==> src/rtl/wb_retry_timeout.sv <==
// wb_retry_timeout: Wishbone classic-cycle guard that reissues retried cycles and times out hung ones.
// Ports: clk/rst (async active-high); m_* master side (adr/dat/we/sel/stb/cyc in, dat/ack/err/rty out);
// s_* slave side (adr/dat/we/sel/stb/cyc out, dat/ack/err/rty in). All outputs are registered.
module wb_retry_timeout #(
    parameter int DATA_WIDTH   = 32,
    parameter int ADDR_WIDTH   = 32,
    parameter int SELECT_WIDTH = DATA_WIDTH / 8,
    parameter int TIMEOUT      = 1024,
    parameter int RETRY_COUNT  = 3,
    parameter int RETRY_DELAY  = 4
) (
    input  logic                    clk,
    input  logic                    rst,
    input  logic [ADDR_WIDTH-1:0]   m_adr_i,
    input  logic [DATA_WIDTH-1:0]   m_dat_i,
    output logic [DATA_WIDTH-1:0]   m_dat_o,
    input  logic                    m_we_i,
    input  logic [SELECT_WIDTH-1:0] m_sel_i,
    input  logic                    m_stb_i,
    output logic                    m_ack_o,
    output logic                    m_err_o,
    output logic                    m_rty_o,
    input  logic                    m_cyc_i,
    output logic [ADDR_WIDTH-1:0]   s_adr_o,
    input  logic [DATA_WIDTH-1:0]   s_dat_i,
    output logic [DATA_WIDTH-1:0]   s_dat_o,
    output logic                    s_we_o,
    output logic [SELECT_WIDTH-1:0] s_sel_o,
    output logic                    s_stb_o,
    input  logic                    s_ack_i,
    input  logic                    s_err_i,
    input  logic                    s_rty_i,
    output logic                    s_cyc_o
);
    localparam int TW = (TIMEOUT > 0) ? $clog2(TIMEOUT + 1) : 1;
    localparam int RW = (RETRY_COUNT > 0) ? $clog2(RETRY_COUNT + 1) : 1;
    localparam int DW = (RETRY_DELAY > 1) ? $clog2(RETRY_DELAY + 1) : 1;
    localparam logic [TW-1:0] TMAX  = TW'((TIMEOUT > 0) ? TIMEOUT - 1 : 0);
    localparam logic [RW-1:0] RMAX  = RW'(RETRY_COUNT);
    localparam logic [DW-1:0] DLOAD = DW'((RETRY_DELAY > 0) ? RETRY_DELAY : 1);

    typedef enum logic [1:0] {IDLE, ACTIVE, BACKOFF} state_t;

    state_t        r_state;
    logic [TW-1:0] r_timer;
    logic [RW-1:0] r_retry;
    logic [DW-1:0] r_delay;
    logic          w_timeout;
    logic          w_clear;
    logic          w_accept;

    assign w_timeout = (TIMEOUT != 0) && (r_timer == TMAX);
    // Terminations that end the transaction with err/rty also wipe the latched request.
    assign w_clear   = (r_state == ACTIVE) && m_cyc_i && !s_ack_i &&
                       (s_err_i || (s_rty_i ? (r_retry == RMAX) : w_timeout));
    // A strobe still held during our own response cycle is the old request, not a new one.
    assign w_accept  = m_cyc_i && m_stb_i && !(m_ack_o || m_err_o || m_rty_o);

    always_ff @(posedge clk or posedge rst) begin
        if (rst) begin
            r_state <= IDLE;
            r_timer <= '0;
            r_retry <= '0;
            r_delay <= '0;
            m_dat_o <= '0;
            m_ack_o <= 1'b0;
            m_err_o <= 1'b0;
            m_rty_o <= 1'b0;
            s_adr_o <= '0;
            s_dat_o <= '0;
            s_we_o  <= 1'b0;
            s_sel_o <= '0;
            s_stb_o <= 1'b0;
            s_cyc_o <= 1'b0;
        end else begin
            m_ack_o <= 1'b0;
            m_err_o <= 1'b0;
            m_rty_o <= 1'b0;
            case (r_state)
                IDLE: begin
                    if (w_accept) begin
                        s_adr_o <= m_adr_i;
                        s_dat_o <= m_dat_i;
                        s_we_o  <= m_we_i;
                        s_sel_o <= m_sel_i;
                        s_cyc_o <= 1'b1;
                        s_stb_o <= 1'b1;
                        r_timer <= '0;
                        r_retry <= '0;
                        r_state <= ACTIVE;
                    end
                end
                ACTIVE: begin
                    if (TIMEOUT != 0) r_timer <= r_timer + TW'(1);
                    if (!m_cyc_i || s_ack_i || s_err_i || s_rty_i || w_timeout) begin
                        s_cyc_o <= 1'b0;
                        s_stb_o <= 1'b0;
                        r_state <= IDLE;
                    end
                    if (!m_cyc_i) begin
                    end else if (s_ack_i) begin
                        m_ack_o <= 1'b1;
                        m_dat_o <= s_dat_i;
                    end else if (s_err_i) begin
                        m_err_o <= 1'b1;
                    end else if (s_rty_i && r_retry != RMAX) begin
                        r_retry <= r_retry + RW'(1);
                        r_delay <= DLOAD;
                        r_state <= BACKOFF;
                    end else if (s_rty_i) begin
                        m_rty_o <= 1'b1;
                    end else if (w_timeout) begin
                        m_err_o <= 1'b1;
                    end
                    if (w_clear) begin
                        s_adr_o <= '0;
                        s_dat_o <= '0;
                        s_we_o  <= 1'b0;
                        s_sel_o <= '0;
                    end
                end
                BACKOFF: begin
                    // Reissue on the edge where the delay count is 1, giving a gap of exactly RETRY_DELAY cycles.
                    r_delay <= r_delay - DW'(1);
                    if (!m_cyc_i) begin
                        r_state <= IDLE;
                    end else if (r_delay == DW'(1)) begin
                        s_cyc_o <= 1'b1;
                        s_stb_o <= 1'b1;
                        r_timer <= '0;
                        r_state <= ACTIVE;
                    end
                end
                default: r_state <= IDLE;
            endcase
        end
    end
endmodule

==> config.mk <==
export PLATFORM = sky130hd
export DESIGN_NAME = wb_retry_timeout
export DESIGN_NICKNAME = d
export VERILOG_FILES = /design/src/rtl/wb_retry_timeout.sv
export SDC_FILE = /design/constraint.sdc
export NUM_CORES = 1
export LEC_CHECK = 0
export CAP_MARGIN = 20
export CORE_UTILIZATION = 40
export CTS_BUF_LIST = sky130_fd_sc_hd__clkbuf_4
export CTS_CLUSTER_SIZE = 10
export DETAILED_ROUTE_END_ITERATION = 10
export PLACE_DENSITY = 0.76
export RECOVER_POWER = 25
export SLEW_MARGIN = 15
export SYNTH_ARGS = -nofsm -noshare
export SYNTH_HDL_FRONTEND = slang
export SYNTH_SLANG_ARGS = --single-unit
==> constraint.sdc <==
create_clock -name clk -period 11.6 [get_ports clk]
set_input_delay 2.9 -clock clk [delete_from_list [all_inputs] [get_ports clk]]
set_output_delay 2.9 -clock clk [all_outputs]
set_load 0.02 [all_outputs]
==> flow_metrics.tcl, run 1 <==
set metrics [dict create \
    clock.fmax_mhz 191.6 \
    grt_pass1_wl_um 22490 \
    maxSlewViolCount 92 \
    syn_nets 526 \
    io_pins 214 \
    drc 0 \
    cts_tree "done" \
    gp_congestion 0.8189 \
    fp.coreArea_um2 13240 \
    power_density_nw_per_um2 170.4 \
    clock_latency_ps 540 \
    crit_required_ps 12160 \
    period_share 0.4500 \
    h-tree-depth 4 \
    setup_tns_ps 0 \
    ant_nets 0 \
    via_count 4225 \
    dp_hpwl_um 9781 \
    violations "max-capacitance violations, max-slew violations" \
    die_w_um 118.4 \
    drt_iter0_markers 161 \
    tightestPinTransition_ps 2409 \
    ys_ff_latch 123 \
    p_leak_uw 0.003334 \
    nNetsFinal 734 \
    drt_wl_total_um 14100 \
    die-area_um2 14020 \
    end_kind "asynchronous set/reset pin" \
    peakVddDrop_mv 0.09023 \
    via_per_inst 5.210 \
    grt_setup_unrepaired "no" \
    path_class "input pin to asynchronous set/reset pin" \
    drive_above_1_share 0.1134 \
    setup_viol 0 \
    grt_pass1_vias 4437 \
    io_buffers 213 \
    worstPathArrival_ps 5780 \
    period_needed_ps 5220 \
    final_cell_mix "clkdlybuf4s50_1 (211), dfrtp_1 (123), a22o_1 (47), mux2i_1 (34), mux2_2 (33)" \
    worst_setup_path_start_kind "input pin" \
    numClockSinks 123 \
    async_flop_share 1.000 \
    yosysSeqAreaShare 0.5677 \
    maxCapViolations 2 \
    cts_buffers 17 \
    outcome "complete, but fails checks" \
    avgSynthCellArea_um2 13.10 \
    layout_commonest_cell "clkdlybuf4s50_1" \
    synth_ff_type "dfrtp_1" \
    cts_hold_buf 0 \
    die_h_um 118.4 \
    cts_setup_buffers 0 \
    holdCritPathClass "flip-flop to flip-flop" \
    final_util 0.5974 \
    antenna_found_initial 0 \
    cts.repair.resized 0 \
    grt_max_degree 68 \
    start_util 0.4094 \
    fillers 1087 \
    yosysUniqueCellTypes 49 \
    n_antenna_cell 0 \
    ys_warn_count 0 \
    critPathMaxFanout 67 \
    clockRootBuffer "clkbuf_4" \
    synth_area_um2 5421 \
    clockBufferDepth 2 \
    grt_overflow 0 \
    fin_skew_ps 19.12 \
    area_delta_synth_final_pct 45.93 \
    clk_pin_slew_ps 90 \
    slew_headroom -0.6149 \
    avgRoutedWirePerCell_um 17.38 \
    drtPass1Iterations 4 \
    synth-edff-count 0 \
    rows 42 \
    grt_usage 0.2063 \
    hold_viol 0 \
    netlist_instances 414 \
]
-- Yosys cell counts, types with 4 or more instances --
cell type    n  area, µm²
o2bb2ai_1   25      219.0
inv_1        6      22.52
nand2_1      5      18.77
clkbuf_1     9      33.78
nor2b_1     30      187.7
a22o_1      47      411.6
buf_6        4      45.04
nand3_1     13      65.06
dfrtp_1    123       3078
mux2i_1     34      340.3
nand4_1      4      25.02
mux2_2      33      371.6
nand2b_1     4      25.02
ha_1         4      50.05
a21oi_1     10      50.05
buf_2       15      75.07
nand3b_1     8      60.06
-- cell type report --
cell class	instances	area [µm²]	share of cell area
flip-flops and latches	123	3078	0.3891
repair buffers	219	2201	0.2782
multi-input cells	255	2143	0.2709
well taps	176	220.2	0.02783
clock buffers	18	135.1	0.01708
clock inverters	14	110.1	0.01392
inverters	6	23.77	0.003005
-- worst max-delay path, stage by stage --
cell and delay (ps):
dlygate4sd3_1 550, clkinvlp_2 1370, buf_4 860
-- report_power, final --
part | total [µW] | switching [µW] | internal (µW)
Clock | 274 | 151 | 123
Sequential | 583 | 62.5 | 521
Combinational | 491 | 231 | 261
-- logic make-up after synthesis --
logic type	Yosys count	synth area share
AOI/OAI and AO/OA	100	0.1588
buffers and inverters	36	0.03531
and+or+nand+nor	84	0.09763
adders and majority gates	4	0.009232
DFF	123	0.5677
muxes	67	0.1313
-- through the flow --
step                instance area (µm²)  std cells  setup WS [ps]  total power, µW  hold slack [ps]
floorplan                          5421        414           5429            822.4            491.8
global placement                   7647        777           6221             1067            481.7
detailed placement                 7647        777           6072             1081            486.2
CTS                                7893        809           6644             1362            511.1
global route                       7911        811           5898             1417            527.0
finish                             7911        811           6380             1348            507.7
-- routing by layer --
layer  track usage  vias up  part of all wire
li1              -     1960                 -
met1        0.2331     2090              0.41
met2        0.3489      158              0.50
met3       0.08736       17             0.077
met4       0.07199        0             0.014
met5             0        -                 0
-- sequential cells by signal (all words and copies together) (netlist names), 2 cells and up --
| register | cells |
|---|---|
| m_dat_o | 32 |
| s_adr_o | 32 |
| s_dat_o | 32 |
| r_timer | 11 |
| s_sel_o | 4 |
| r_delay | 3 |
| r_retry | 2 |
| r_state | 2 |
-- final timing paths --
kind                              from          end  slack [ps]  cells past startpoint
max                                rst   r_retry[0]        6380                      3
min                        s_adr_o[12]  s_adr_o[12]         510                      1
max reg2reg                 r_state[1]   m_dat_o[3]        8690                      5
min reg2reg                s_adr_o[12]  s_adr_o[12]         510                      1
max in group clk               m_cyc_i  s_dat_o[28]        6560                      5
min in group asynchronous          rst  s_adr_o[22]        3470                      2
(Power assumes the default switching activity.)
==> run 2, diff against run 1 <==
Settings changed: PLACE_DENSITY 0.76 to 0.79.
Clock period 11.6 ns to 4.6 ns, I/O delays scaled along.
==> run 2 against run 1 <==
Effect of this change: design area increased by 0.63%; global-route usage increased by 0.55 points; wire length increased by 1.8%; clock-buffer cell count increased by 4; the flow still finishes with violations (max-capacitance violations, max-slew violations); critical endpoint is now m_dat_o[1]; largest power group unchanged; combinational power increased to 2.5 times the previous value; non-clock buffer count increased by 1; via count increased by 0.80%.
==> flow_metrics.tcl, run 2 (synthesis gave the netlist of run 1 again) <==
set metrics [dict create \
    clockRootBuffer "clkbuf_4" \
    grt_max_degree 68 \
    avgRoutedWirePerCell_um 17.68 \
    hold_depth 1 \
    die-area_um2 14020 \
    ant_nets 0 \
    slew_headroom -0.7442 \
    die_w_um 118.4 \
    p_sw_uw 1126 \
    grt_pass1_wl_um 22870 \
    worstPathArrival_ps 3640 \
    crit_required_ps 5000 \
    antenna_found_initial 0 \
    rows 42 \
    worstHoldStart "s_adr_o[6]" \
    fin_skew_ps 19.66 \
    swShare 0.3272 \
    worstRegToRegCells 5 \
    setup_viol 0 \
    power_density_nw_per_um2 432.4 \
    drive_above_1_share 0.1258 \
    h-tree-depth 4 \
    io_pins 214 \
    hold_viol 0 \
    grt_pass1_vias 4547 \
    die_h_um 118.4 \
    grt_overflow 0 \
    n_antenna_cell 0 \
    top_regs "m_dat_o x32, s_adr_o x32, s_dat_o x32" \
    cts.repair.resized 0 \
    io_buffers 213 \
    fp.coreArea_um2 13240 \
    via_count 4259 \
    p_int_uw 2317 \
    path_class "input pin to flip-flop" \
    dp_hpwl_um 10040 \
    critPathMaxFanout 33 \
    clockBufferDepth 2 \
    drt_iter0_markers 186 \
    combPwrFrac 0.360 \
    holdCritPathClass "flip-flop to flip-flop" \
    clk_pin_slew_ps 100 \
    drt_wl_total_um 14360 \
    area_delta_synth_final_pct 46.85 \
    violations "max-capacitance violations, max-slew violations" \
    drc 0 \
    cts_buffers 17 \
    end_kind "flip-flop" \
    cts_hold_buf 0 \
    seq_power_share 0.427 \
    grt_usage 0.2118 \
    clock_latency_ps 530 \
    numClockSinks 123 \
    grt_setup_unrepaired "no" \
    maxSlewViolCount 91 \
    r2r_slack_ps 1700 \
    peakVddDrop_mv 0.2792 \
    cts_setup_buffers 0 \
    maxCapViolations 2 \
    outcome "complete, but fails checks" \
    clock.fmax_mhz 308.3 \
    nNetsFinal 735 \
    start_util 0.4094 \
    layout_commonest_cell "clkdlybuf4s50_1" \
    period_needed_ps 3244 \
    period_share 0.7051 \
    p_leak_uw 0.003378 \
    worst_setup_path_start_kind "input pin" \
    startpoint "m_cyc_i" \
    final_util 0.6012 \
    timing.rr.start "r_state[1]" \
    clkPwrFrac 0.213 \
    cts_tree "done" \
    final_cell_mix "clkdlybuf4s50_1 (211), dfrtp_1 (123), a22o_1 (47), mux2i_1 (34), mux2_2 (33)" \
    gp_congestion 0.8259 \
    tightestPinTransition_ps 2602 \
    drtPass1Iterations 4 \
    via_per_inst 5.245 \
    setup_tns_ps 0 \
]
## run 2: final timing paths
path	endpoint
min in group asynchronous	m_dat_o[2]
worst min register to register	s_adr_o[6]
max in group asynchronous	s_dat_o[14]
worst max-delay path	m_dat_o[1]
worst max register to register	m_dat_o[1]
worst min-delay path	s_adr_o[6]
## run 2: power groups by stage
stage	logic [µW]	clock network, µW	registers, µW
floorplan	328	0	1750
global placement	1220	0	1480
detailed placement	1250	0	1480
CTS	1250	763	1470
global route	1310	807	1500
finish	1240	733	1470
## run 2: layer usage
metal	up-vias	GRT usage	wire length [µm]
li1	1967	-	-
met4	0	0.09889	360
met3	28	0.08542	1281
met2	181	0.3496	7097
met5	-	0	0
met1	2083	0.2395	5615
## run 2: worst max-delay path: stages
cell           delay, ps
dlygate4sd3_1        640
nand3_1              120
clkbuf_1            1270
mux2_2               440
## run 2: final cells by class
cell class                 instances  area (µm²)
timing repair buffer             220        2217
fill                            1084        5281
tap                              176       220.2
clock buffer                      22       165.2
multi-input combinational        255        2157
sequential                       123        3078
clock inverter                    10       100.1
inverter                           6       23.77
## run 2: through the flow
step	power, µW	instance area, µm²	cells	hold WS [ps]	worst slack (ps)
2_1_floorplan	2074	5421	414	491.8	179.1
3_3_place_gp	2695	7662	778	483.3	1317
3_5_place_dp	2728	7662	778	481.0	1192
4_1_cts	3480	7928	810	515.2	1777
5_1_grt	3613	7961	812	531.4	1250
6_report	3443	7961	812	509.7	1356
